**src/rtl/deser_pkg.sv**
```systemverilog
`default_nettype none
// +--------------------------------------------------------------------------+
// | deser_pkg                                                                |
// | Shared types and constants for the serial word deserializer.             |
// | Contents: deser_state_t (output buffer state), DESER_WIDTH_DEFAULT.      |
// | Revision: 1.0 - initial release                                          |
// +--------------------------------------------------------------------------+
package deser_pkg;

  // Output buffer occupancy: EMPTY = no unconsumed word, FULL = Dout valid.
  typedef enum logic {S_EMPTY = 1'b0, S_FULL = 1'b1} deser_state_t;

  localparam int DESER_WIDTH_DEFAULT = 8;

endpackage : deser_pkg
`default_nettype wire

```
**src/rtl/serial_word_deserializer_counter.sv**
```systemverilog
`default_nettype none
// +--------------------------------------------------------------------------+
// | mod_counter                                                              |
// | Modulo-MOD up counter with enable, synchronous clear and asynchronous    |
// | active-low reset. Tc flags that the count sits at MOD-1, i.e. the next   |
// | enabled edge wraps to 0.                                                 |
// | Ports: Clk, Rst_n, En, Clr (inputs); Count, Tc (outputs)                 |
// | Revision: 1.0 - initial release                                          |
// +--------------------------------------------------------------------------+
module mod_counter #(
  parameter int MOD = 8
) (
  input  logic                   Clk,
  input  logic                   Rst_n,
  input  logic                   En,
  input  logic                   Clr,
  output logic [$clog2(MOD)-1:0] Count,
  output logic                   Tc
);

  localparam int              CW   = $clog2(MOD);
  localparam logic [CW-1:0]   LAST = CW'(MOD - 1);
  localparam logic [CW-1:0]   ONE  = CW'(1);

  always_ff @(posedge Clk or negedge Rst_n) begin
    if (!Rst_n) begin
      Count <= '0;
    end else if (Clr) begin
      Count <= '0;
    end else if (En) begin
      // Explicit wrap so non-power-of-two MOD values behave correctly.
      if (Count == LAST) Count <= '0;
      else               Count <= Count + ONE;
    end
  end

  assign Tc = (Count == LAST);

endmodule : mod_counter
`default_nettype wire

```
**src/rtl/serial_word_deserializer.sv**
```systemverilog
`default_nettype none
// +--------------------------------------------------------------------------+
// | serial_word_deserializer                                                 |
// | Collects strobed serial bits into WIDTH-bit words and presents them on a |
// | double-buffered valid/ready interface; capture never stalls. A word that |
// | completes while the output buffer is still held is dropped and the       |
// | sticky Overrun flag is raised.                                           |
// | Ports: Clk, Rst_n (async, active-low), Din, En (bit strobe), Clr (sync   |
// |        clear), Ready (inputs); Dout, Valid, Overrun, BitCnt (outputs)    |
// | Revision: 1.0 - initial release                                          |
// +--------------------------------------------------------------------------+
module serial_word_deserializer
  import deser_pkg::*;
#(
  parameter int WIDTH     = DESER_WIDTH_DEFAULT,
  parameter bit MSB_FIRST = 1'b1
) (
  input  logic                     Clk,
  input  logic                     Rst_n,
  input  logic                     Din,
  input  logic                     En,
  input  logic                     Clr,
  input  logic                     Ready,
  output logic [WIDTH-1:0]         Dout,
  output logic                     Valid,
  output logic                     Overrun,
  output logic [$clog2(WIDTH)-1:0] BitCnt
);

  logic [WIDTH-1:0] shreg;
  logic [WIDTH-1:0] word_next;   // shift register contents after this edge's bit
  logic             last_bit;    // BitCnt is at WIDTH-1
  logic             complete;    // this edge finishes a word
  logic             load_dout;
  logic             set_overrun;
  deser_state_t     state;
  deser_state_t     state_next;

  // Bit counter; its terminal flag marks the final bit of a word.
  mod_counter #(
    .MOD (WIDTH)
  ) u_bit_counter (
    .Clk   (Clk),
    .Rst_n (Rst_n),
    .En    (En),
    .Clr   (Clr),
    .Count (BitCnt),
    .Tc    (last_bit)
  );

  // Shift direction decides where the first received bit ends up.
  generate
    if (MSB_FIRST) begin : g_msb_first
      assign word_next = {shreg[WIDTH-2:0], Din};
    end else begin : g_lsb_first
      assign word_next = {Din, shreg[WIDTH-1:1]};
    end
  endgenerate

  assign complete = En && last_bit && !Clr;

  always_ff @(posedge Clk or negedge Rst_n) begin
    if (!Rst_n) begin
      shreg <= '0;
    end else if (Clr) begin
      shreg <= '0;
    end else if (En) begin
      shreg <= word_next;
    end
  end

  // Output buffer FSM: state register.
  always_ff @(posedge Clk or negedge Rst_n) begin
    if (!Rst_n) begin
      state <= S_EMPTY;
    end else if (Clr) begin
      state <= S_EMPTY;
    end else begin
      state <= state_next;
    end
  end

  // Output buffer FSM: next state and buffer control.
  always_comb begin
    state_next  = state;
    load_dout   = 1'b0;
    set_overrun = 1'b0;
    case (state)
      S_EMPTY: begin
        if (complete) begin
          load_dout  = 1'b1;
          state_next = S_FULL;
        end
      end
      S_FULL: begin
        if (Ready) begin
          // Handshake; a word finishing on the same edge refills with no bubble.
          if (complete) load_dout  = 1'b1;
          else          state_next = S_EMPTY;
        end else if (complete) begin
          set_overrun = 1'b1;
        end
      end
      default: state_next = S_EMPTY;
    endcase
  end

  always_ff @(posedge Clk or negedge Rst_n) begin
    if (!Rst_n) begin
      Dout    <= '0;
      Overrun <= 1'b0;
    end else if (Clr) begin
      Dout    <= '0;
      Overrun <= 1'b0;
    end else begin
      if (load_dout)   Dout    <= word_next;
      if (set_overrun) Overrun <= 1'b1;
    end
  end

  assign Valid = (state == S_FULL);

endmodule : serial_word_deserializer
`default_nettype wire

```
**config.mk**
```make
export PLATFORM = sky130hd
export DESIGN_NAME = serial_word_deserializer
export DESIGN_NICKNAME = d
export VERILOG_FILES = /design/src/rtl/deser_pkg.sv /design/src/rtl/serial_word_deserializer_counter.sv /design/src/rtl/serial_word_deserializer.sv
export SDC_FILE = /design/constraint.sdc
export NUM_CORES = 1
export LEC_CHECK = 0
export BUFFER_PORTS_ARGS = -buffer_cell sky130_fd_sc_hd__buf_2
export CAP_MARGIN = 5
export CORE_MARGIN = 2
export CORE_UTILIZATION = 25
export DETAILED_ROUTE_END_ITERATION = 12
export PLACE_DENSITY_LB_ADDON = 0.15
export SLEW_MARGIN = 20
export SYNTH_ARGS = -nofsm -noshare
export SYNTH_HDL_FRONTEND = slang
export SYNTH_SLANG_ARGS = --single-unit
```
**constraint.sdc**
```tcl
create_clock -name Clk -period 3.1 [get_ports Clk]
set_input_delay 0.465 -clock Clk [delete_from_list [all_inputs] [get_ports Clk]]
set_output_delay 0.465 -clock Clk [all_outputs]
set_load 0.02 [all_outputs]
```
; ---- Yosys cells after proc, flatten, opt, wreduce, memory -nomap -nowiden
; Index checks and enable logic that the tools add are counted.
[word_totals]
ff_bits = 20
input_bits = 6
output_inout_bits = 13
wordCells = 31
[classes]
addsub = 1
n_eq_ne = 1
n_mux = 17
bitwise = 1
n_reduce_logical = 6
[ops]
columns = op, n
row1 = 8-bit 2-to-1 mux, 2
row2 = 7-bit 2-to-1 mux, 2
row3 = 3-bit 2-to-1 mux, 3
row4 = 1-bit 2-to-1 mux, 8
row5 = 2-bit nonzero test, 3
row6 = 1-bit one-hot mux with 2 select lines, 2
row7 = "3-bit by 1-bit adder with 3-bit output, second input constant", 1
row8 = "3-bit == test, second input constant", 1
row9 = 1-bit logical AND, 2
row10 = 1-bit logical NOT, 1
row11 = 1-bit inverter, 1

; ---- Longest topological paths before layout
; Gate-level depths: netlist of the first run.
[logic_depth]
ltp_word = 8
mapped_depth = 5
mapped_depth_nobuf = 5

; ---- Cells and area by module
; From an unflattened synthesis of the first run, not the netlist that was laid out.
[hier_totals]
cells_unflattened = 77
area_unflattened_um2 = 933.4
[modules_own_cells]
columns = mod, instances, cells_each, area_per_inst_um2, seq_area_each_um2
row1 = serial_word_deserializer, 1, 65, 782.0, 425.4
row2 = mod_counter, 1, 12, 151.4, 75.1

; ---- Worst setup path after synthesis of the first run
; OpenSTA, ideal clock, no wires.
[synth_path]
path_type = register to register
startpoint = register u_bit_counter.Count[0]
endpoint = register Dout[0]
setup_time_ns = 0.079
arrival_ns = 1.300
t_required_ns = 3.021
path_slack_ns = 1.720
path_stages_with_launch = 6
n_path_buf = 0
period_less_slack_ns = 1.380
cell_sequence = dfrtp_1 > ha_1 > ha_1 > nand2_4 > nor2_8 > mux2i_1
[synth_between]
elab_chain_len = 7
[synth_lines]
columns = element, line_no
row1 = start: declaration, serial_word_deserializer_counter.sv:17  ; output logic [$clog2(MOD)-1:0] Count,
row2 = start signal: assignment, serial_word_deserializer_counter.sv:33  ; else Count <= Count + ONE;
row3 = 3-bit == test *, serial_word_deserializer_counter.sv:37  ; assign Tc = (Count == LAST);
row4 = 1-bit logical AND * (2 in a row), serial_word_deserializer.sv:60  ; assign complete = En && last_bit && !Clr;
row5 = 1-bit 2-to-1 mux *, "serial_word_deserializer.sv:90, serial_word_deserializer.sv:98"
row6 = 1-bit 2-to-1 mux, serial_word_deserializer.sv:96  ; if (Ready) begin
row7 = 1-bit one-hot mux with 2 select lines *, serial_word_deserializer.sv:88  ; case (state)
row8 = 2-bit nonzero test (no source line) *, -
row9 = end signal: assignment, serial_word_deserializer.sv:116  ; if (load_dout) Dout <= word_next;
row10 = end: declaration, serial_word_deserializer.sv:24  ; output logic [WIDTH-1:0] Dout,
; Every way passes the cells marked *; elsewhere a longest branch is shown, timed or not.
; A chain may end at the register's enable or synchronous reset.

; ---- Final worst setup path of the first run
[layout_path]
startpoint = register u_bit_counter.Count[0]
endpoint = register Dout[6]
; The elaborated chain is that of the path after synthesis.

==> flow_summary_export.csv, run 1 <==
group,metric,value,unit
status,outcome,"completed",
finish,layout-drive-gt1-share,25.3,%
setup_path,crit_required,3280,ps
sta,setup-tns-final,0,ps
setup_path,crit_start,"u_bit_counter.Count[0]",
job,drv_cap,0,
synth,synthTopCellsByArea,"dfrtp_1, mux2i_1, nand2b_1",
placed_design,pre_cts_ws,1670,ps
routing,dr.pass1.iters,3,
sta,setup_viol,0,
setup_path,worstPathMaxFanout,8,
synth,synth-xor-area-share,0,%
sta,finalMaxSlewViolations,0,
finish,diodes,0,
setup_path,slowest_delay,390,ps
routing,drtIter0Drc,12,
setup_path,r2r-start,"u_bit_counter.Count[0]",
die,io_pins,19,
sta,finalHoldViolCount,0,
cts,holdBufCountCts,0,
synth,synth_compound_area_share,1.18,%
routing,drt_wl_total,1.63,mm
die,start_util,26.0,%
setup_path,end_kind,"flip-flop",
synth,synthMuxAreaShare,18.9,%
sta,tightestPinTransition,454,ps
setup_path,worst_path_max_delay_cell,"dfrtp_1",
sta,relSlewSlack,69.8,%
synth,ys_types,13,
placed_design,gp_congestion,0.674,
sta,fin_crit_sh,45.8,%
setup_path,crit_top_cell,"ha_1",
synth,synthAdderAreaFrac,2.62,%
finish,final_util,30.0,%
setup_path,reg2reg_slack,1680,ps
global_route,antenna_found_initial,0,
die,fp.dieH,65.8,um
min_path,min_path_type,"in2async",
global_route,grt_pass1_wl,2.86,mm
synth,yosysTopAreaCellShare,52.5,%
power,leakagePower,0.545,nW
cts,numCtsBuffers,3,
synth,synth.ff_latch_count,20,
power,powerDensity,431,nW/um2
placed_design,port_buffers,18,
sta,setup_ws,1680,ps
synth,synthSimpleGateAreaFrac,19.9,%
synth,synth_top_family_by_area,"simple AND/OR/NAND/NOR gates",
cts,cts.sink_count,20,
routing,route.detailed.drc,0,
cts,cts_resized,0,
cts,clock_latency,260,ps
synth,synth_fp_nets,87,
routing,num_vias,583,
die,design.die.area,4320,um2
global_route,grt_max_degree,29,
synth,netlist_area,953,um2
sta,fmax,704,MHz
placed_design,dpl.hpwl,1.07,mm
sta,period_needed,1420,ps
synth,syn_inst,79,
sta,skew,1.03,ps
setup_path,start_kind,"flip-flop",
setup_path,rr_endpoint,"Dout[6]",
cts,cts_root_buf,"clkbuf_8",
setup_path,worst-setup-path-type,"reg2reg",
synth,yosysWarnings,0,
synth,synth_area_leader_cell,"dfrtp_1",
finish,finalNetCount,105,
cts,cts_buffer_depth,2,
global_route,globalRouteTotalUtil,8.87,%
cts,clkSlewWorstSetupHoldPaths,70,ps
routing,postRouteAntennaNets,0,
setup_path,crit_path_cell_trace,"ha_1 > ha_1 > nand2_4 > nor2_8 > mux2i_1",
power,worst_ir_drop_vdd,0.138,mV
setup_path,critPathCapture,"Dout[6]",
routing,routed_via_density,4.08,
global_route,grt_pass1_vias,583,
setup_path,critPathArrivalTime,1600,ps
die,core_area,3660,um2
cts,post_cts_buffers,0,
routing,avgRoutedWirePerCell,11.4,um
setup_path,ff2ff_path_depth,5,
power,power,0.474,mW
global_route,gr-total-overflow,0,
synth,ys_seq_area_share,52.5,%
sta,rsz0062_at_grt,"no",
synth,avgSynthCellArea,12.1,um2
die,die-width,65.8,um
cts,cts_tree,"built",
die,rows,22,
cts,htree_levels,1,
finish,area_delta_synth_final,15.2,%
[routing by layer]
metal	vias up	GRT usage, %	share of wire [%]
met1	277	12.2	51
li1	289	-	-
met2	12	12.1	41
met5	-	0	0
met4	0	5.47	2.6
met3	5	2.40	5.0
[cell usage in the layout (no fill, tap or decap)]
master | synthesis | layout
dfrtp_1 | 20 | 20
a21oi_1 | 1 | 1
a31oi_1 | 1 | 1
nor2_8 | 1 | 1
nor2_1 | 13 | 13
clkbuf_8 | 0 | 3
mux2i_1 | 18 | 18
and2b_4 | 1 | 1
ha_1 | 2 | 2
nand2b_1 | 16 | 16
buf_2 | 1 | 18
nand2_4 | 1 | 1
[area by class of cell]
class | instances | area, um2
tap | 48 | 60.1
timing repair buffer | 18 | 90.1
fill | 386 | 2560
clock buffer | 3 | 41.3
sequential | 20 | 500
multi-input combinational | 54 | 407
[Yosys cell counts, drive strengths merged]
library cell   n
dfrtp         20
ha             2
mux2i         18
a21oi          1
a31oi          1
nor2          14
and2b          1
nand2          1
nand2b        16
buf            5
[power by group]
| part | internal, mW | leakage, nW | switching [mW] |
|---|---|---|---|
| clock network | 0.0866 | 0.0216 | 0.0842 |
| logic | 0.0137 | 0.246 | 0.0214 |
| registers | 0.265 | 0.277 | 0.00324 |
[registers in the layout (all words and copies together) (netlist names)]
signal               count
Overrun                  1
u_bit_counter.Count      3
Dout                     8
shreg                    7
Valid                    1
[per-stage QoR]
step / hold WS, ps / std cells / area, um2
2_1_floorplan: 169 / 79 / 953
3_3_place_gp: 454 / 140 / 1060
3_5_place_dp: 452 / 140 / 1060
4_1_cts: 169 / 143 / 1100
5_1_grt: 180 / 143 / 1100
6_report: 147 / 143 / 1100
[worst max-delay path: cells and delay by family (launching register included)]
family / cells / cell delay (ps)
flip-flops: 1 / 390
multiplexers: 1 / 220
adder cells (fa/ha/maj): 2 / 440
AND/OR/NAND/NOR: 2 / 300
[cells by family after synthesis]
family,Yosys count
AOI/OAI and AO/OA,2
muxes,18
buffers and inverters,5
DFF,20
and+or+nand+nor,32
adders and majority gates,2
[worst min-delay path by stage]
stage	startpoint	end
2_1_floorplan	Rst_n	Dout[0]
3_3_place_gp	Rst_n	Dout[1]
3_5_place_dp	Rst_n	Dout[1]
4_1_cts	Rst_n	Dout[3]
5_1_grt	Rst_n	Dout[1]
6_report	Rst_n	Dout[7]
Note: power is estimated with default switching activity, not from simulation.
==> inputs of run 2 (changes only) <==
==> constraint.sdc (replaced) <==
create_clock -name Clk -period 1.3 [get_ports Clk]
set_input_delay 0.195 -clock Clk [delete_from_list [all_inputs] [get_ports Clk]]
set_output_delay 0.195 -clock Clk [all_outputs]
set_load 0.02 [all_outputs]
==> flow_summary_export.csv, run 2 (synthesis results as in run 1) <==
group,metric,value,unit
finish,layout-drive-gt1-share,32.7,%
power,worst_ir_drop_vdd,0.276,mV
setup_path,end_kind,"flip-flop",
min_path,worstHoldStart,"Din",
global_route,gr-total-overflow,0,
setup_path,critPathArrivalTime,1410,ps
global_route,grt_max_degree,29,
global_route,grt_pass1_vias,627,
sta,rsz0062_at_grt,"no",
sta,fin_crit_sh,93.4,%
routing,dr.pass1.iters,2,
finish,layout_common_cells,"dfrtp_1, mux2i_1, buf_2",
cts,clock_latency,260,ps
sta,finalHoldViolCount,0,
job,drv_cap,0,
routing,drt_wl_total,1.72,mm
cts,cts_tree,"built",
setup_path,critPathCapture,"u_bit_counter.Count[0]",
die,fp.dieH,65.8,um
power,intPower,0.946,mW
cts,cts.sink_count,20,
placed_design,dpl.hpwl,1.20,mm
sta,skew,9.16,ps
sta,tightestPinTransition,454,ps
setup_path,r2r-start,"u_bit_counter.Count[0]",
sta,setup_ws,85.9,ps
setup_path,crit_start,"u_bit_counter.Count[0]",
finish,area_delta_synth_final,23.8,%
min_path,min_path_type,"in2reg",
setup_path,ff2ff_path_depth,6,
finish,diodes,0,
routing,routed_via_density,4.04,
setup_path,crit_required,1490,ps
die,start_util,26.0,%
global_route,globalRouteTotalUtil,9.25,%
die,io_pins,19,
power,power.switching,0.271,mW
finish,fillCellCount,388,
sta,relSlewSlack,69.7,%
die,die-width,65.8,um
routing,drtIter0Drc,21,
routing,route.detailed.drc,0,
placed_design,pre_cts_ws,-34.3,ps
cts,htree_levels,1,
routing,postRouteAntennaNets,0,
finish,finalNetCount,110,
global_route,antenna_found_initial,0,
sta,holdWs,203,ps
power,p_clk_share,39.1,%
die,rows,22,
power,power,1.22,mW
setup_path,rr_endpoint,"u_bit_counter.Count[0]",
die,design.die.area,4320,um2
power,switching_share,22.3,%
sta,finalMaxSlewViolations,0,
sta,setup_viol,0,
setup_path,worst-setup-path-type,"reg2reg",
placed_design,dp_cells,142,
setup_path,worstPathMaxFanout,3,
cts,clkSlewWorstSetupHoldPaths,80,ps
cts,cts_buffer_depth,2,
global_route,grt_pass1_wl,2.99,mm
placed_design,gp_congestion,0.685,
die,core_area,3660,um2
status,outcome,"completed",
routing,avgRoutedWirePerCell,11.5,um
placed_design,port_buffers,18,
finish,largest_reg_flops,8,
power,seq_power_share,52.7,%
cts,numCtsBuffers,3,
setup_path,start_kind,"flip-flop",
sta,period_needed,1210,ps
setup_path,reg2reg_slack,90,ps
power,leakagePower,0.570,nW
power,combPwrFrac,8.2,%
sta,fmax,824,MHz
power,powerDensity,1030,nW/um2
cts,cts_root_buf,"clkbuf_8",
finish,reg_top3,"Dout: 8 flops, shreg: 7 flops, u_bit_counter.Count: 3 flops",
finish,stdcell_count,149,
finish,regMostFlops,"Dout",
routing,num_vias,602,
run 2: stage by stage:
stage	utilization (%)	cell area [um2]	TNS, ps
detailed placement	29.4	1080	-147
CTS	32.0	1170	0
global placement	29.4	1080	-12.3
global route	32.2	1180	0
floorplan	-	958	0
finish	32.2	1180	0
run 2: area by class of cell:
class | count | area [um2] | share of cell area, %
multi-input combinational | 54 | 432 | 36.6
tap | 48 | 60.1 | 5.09
sequential | 20 | 503 | 42.6
clock buffer | 4 | 55.1 | 4.67
timing repair buffer | 23 | 130 | 11.0
run 2: worst min-delay path by stage:
| stage | end | slack, ps | cells past startpoint |
|---|---|---|---|
| final | Dout[0] | 200 | 3 |
| after global routing | Dout[0] | 210 | 3 |
| after CTS | Dout[0] | 200 | 3 |
| after detailed placement | Valid | 180 | 1 |
| after global placement | Valid | 170 | 1 |
| after floorplan | Dout[0] | -100 | 0 |
run 2: power groups by stage:
stage	Clock [mW]	Combinational, mW	Sequential (mW)
2_1_floorplan	0	0.0577	0.658
6_report	0.476	0.0998	0.641
4_1_cts	0.496	0.101	0.639
5_1_grt	0.524	0.113	0.643
3_5_place_dp	0	0.0934	0.651
3_3_place_gp	0	0.0938	0.651
run 2: critical path, stage by stage (launching register included):
cell and delay [ps]:
dfrtp_2 430, ha_4 170, ha_4 160, buf_4 140, nor2_1 90, mux2i_1 80, nor2_1 80
run 2: per-layer routing:
layer | routed length [um] | vias up | share of wire [%] | GRT usage [%]
li1 | - | 301 | - | -
met1 | 853 | 294 | 50 | 11.8
met2 | 790 | 5 | 46 | 14.3
met3 | 54 | 2 | 3.1 | 2.05
met4 | 20 | 0 | 1.2 | 5.47
met5 | 0 | - | 0 | 0
run 2: what timing repair did:
item	in CTS	in global routing
setup endpoints to repair	8	8
hold buffers	1	0
resized for setup	2	1
pin swaps	1	1
buffers inserted	2	0
hold endpoints to repair	20	0
==> inputs of run 3 (changes only) <==
--- a/config.mk
+++ b/config.mk
@@ -5,6 +5,7 @@
 export SDC_FILE = /design/constraint.sdc
 export NUM_CORES = 1
 export LEC_CHECK = 0
+export ABC_AREA = 1
 export BUFFER_PORTS_ARGS = -buffer_cell sky130_fd_sc_hd__buf_2
 export CAP_MARGIN = 5
 export CORE_MARGIN = 2
==> flow_summary_export.csv, run 3 <==
group,metric,value,unit
setup_path,worstPathMaxFanout,5,
sta,finalHoldViolCount,0,
finish,stdcell_count,161,
routing,postRouteAntennaNets,0,
setup_path,crit_start,"u_bit_counter.Count[1]",
routing,num_vias,704,
setup_path,reg2reg_slack,60,ps
status,outcome,"completed",
min_path,min_path_type,"in2reg",
routing,routed_via_density,4.37,
cts,cts_root_buf,"clkbuf_4",
cts,htree_levels,1,
cts,cts.sink_count,20,
setup_path,r2r-start,"u_bit_counter.Count[1]",
job,drv_cap,0,
placed_design,gp_congestion,0.674,
synth,post-synth-top-count-cell,"nand3_1",
finish,area_delta_synth_final,37.6,%
synth,synth_edf_count,0,
global_route,globalRouteTotalUtil,10.8,%
synth,syn_inst,88,
sta,period_needed,1240,ps
global_route,gr-total-overflow,0,
setup_path,crit_required,1510,ps
synth,netlist_area,841,um2
cts,clkSlewWorstSetupHoldPaths,120,ps
sta,setup_viol,0,
finish,largest_reg_flops,8,
die,rows,21,
die,fp.dieH,62.0,um
finish,regMostFlops,"Dout",
sta,fmax,805,MHz
sta,skew,1.22,ps
global_route,grt_pass1_wl,2.97,mm
routing,drtIter0Drc,31,
power,power.switching,0.277,mW
setup_path,ff2ff_path_depth,7,
power,combPwrFrac,7.1,%
cts,numCtsBuffers,3,
die,design.die.area,3840,um2
finish,diodes,0,
placed_design,place_area,1000,um2
finish,final_common_cell,"dfrtp_1",
routing,route.detailed.drc,0,
placed_design,port_buffers,18,
setup_path,worst-setup-path-type,"reg2reg",
routing,drt_wl_total,1.87,mm
setup_path,critPathArrivalTime,1450,ps
placed_design,dpl.hpwl,1.30,mm
synth,synth_area_leader_cell,"dfrtp_1",
power,switching_share,22.1,%
power,p_clk_share,41.8,%
finish,reg_top3,"Dout: 8 flops, shreg: 7 flops, u_bit_counter.Count: 3 flops",
power,power,1.25,mW
global_route,grt_pass1_vias,655,
placed_design,dp_cells,153,
synth,yosysTopAreaCellShare,59.5,%
finish,layout-drive-gt1-share,37.4,%
die,core_area,3280,um2
synth,ys_dominant_reg_cell,"dfrtp_1",
global_route,grt_max_degree,21,
finish,finalNetCount,124,
setup_path,end_kind,"flip-flop",
finish,design_area,1160,um2
synth,ys_types,14,
synth,yosysWarnings,0,
global_route,antenna_found_initial,0,
cts,cts_buffer_depth,2,
finish,layout_common_cells,"dfrtp_1, buf_2, nand3_1",
cts,cts_tree,"built",
power,worst_ir_drop_vdd,0.314,mV
sta,finalMaxSlewViolations,0,
die,start_util,25.6,%
die,io_pins,19,
sta,relSlewSlack,69.4,%
synth,synth.ff_latch_count,20,
synth,synth_fp_nets,96,
cts,clock_latency,300,ps
power,intPower,0.974,mW
setup_path,start_kind,"flip-flop",
sta,rsz0062_at_grt,"no",
power,seq_power_share,51.2,%
synth,synthTopCellsByCount,"nand3_1, dfrtp_1, nand2_1",
synth,ys_seq_area_share,59.5,%
setup_path,critPathCapture,"Dout[4]",
routing,avgRoutedWirePerCell,11.6,um
sta,fin_crit_sh,95.5,%
synth,async_flop_share,100,%
sta,tightestPinTransition,459,ps
power,powerDensity,1080,nW/um2
routing,dr.pass1.iters,5,
power,leakagePower,0.591,nW
setup_path,rr_endpoint,"Dout[4]",
synth,avgSynthCellArea,9.55,um2
synth,synthTopCellsByArea,"dfrtp_1, nand3_1, nand2_1",
die,die-width,62.0,um
## run 3: cell types whose count changed after synthesis, sizes merged, moves of 4 or more
cell / change
o22ai: +5
mux2i: -18
nor2: -9
nand2: +15
buf: -4
nand2b: -16
nand3: +22
inv: +12
## run 3: how the worst min path moves through the flow
stage	start	to	slack (ps)	cells past startpoint
after CTS	Clr	Overrun	90	2
after floorplan	Rst_n	Dout[0]	-100	0
after global placement	Rst_n	u_bit_counter.Count[2]	180	1
after detailed placement	Rst_n	Valid	170	1
final	Clr	Overrun	110	2
after global routing	Clr	Overrun	100	2
## run 3: area by class of cell
cell class / instances / area [um2]
timing repair buffer: 24 / 145
multi-input combinational: 55 / 355
sequential: 20 / 502
clock inverter: 1 / 30.0
inverter: 12 / 45.0
tap: 46 / 57.6
clock buffer: 3 / 22.5
fill: 348 / 2130
## run 3: cells by family after synthesis
| family | after synthesis | synth area share, % |
|---|---|---|
| buffers and inverters | 13 | 5.95 |
| AND/OR/NAND/NOR | 43 | 24.9 |
| AO/OA/AOI/OAI | 10 | 6.70 |
| flip-flops | 20 | 59.5 |
| adder cells (fa/ha/maj) | 2 | 2.98 |
## run 3: per-layer routing
metal,global-route usage (%),part of all wire (%),vias up
met4,6.38,1.0,0
met5,0,0,-
met3,2.69,5.2,2
met2,17.0,48,13
met1,13.3,46,342
li1,-,-,347
## run 3: per-stage QoR
| stage | hold WS (ps) | TNS, ps | setup slack (ps) | util (%) |
|---|---|---|---|---|
| finish | 108 | 0 | 58.1 | 35.2 |
| global route | 96.5 | 0 | 5.72 | 35.2 |
| CTS | 93.7 | 0 | 16.0 | 32.4 |
| detailed placement | 172 | -6.42 | -6.42 | 30.4 |
| global placement | 179 | 0 | 25.4 | 30.4 |
| floorplan | -101 | 0 | 15.7 | - |
## run 3: worst max-delay path, stage by stage (launching register included)
cell and delay, ps:
dfrtp_1 450, ha_4 180, ha_4 160, nand2_4 70, nor2_4 50, buf_6 130
nand3_2 50, nand2_1 60
## run 3: what timing repair did
action                     CTS  global route
hold buffers                 1             0
hold endpoints to repair    20             0
setup buffers                0             3
gates resized for setup      2            13
setup endpoints to repair    8             8
pin swaps                    0             2
## run 3: power groups by stage
stage               Combinational [mW]  Clock, mW  Sequential, mW
floorplan                       0.0280          0           0.656
global placement                0.0800          0           0.648
detailed placement              0.0797          0           0.649
CTS                             0.0826      0.538           0.637
global route                    0.0985      0.557           0.642
finish                          0.0882      0.523           0.640
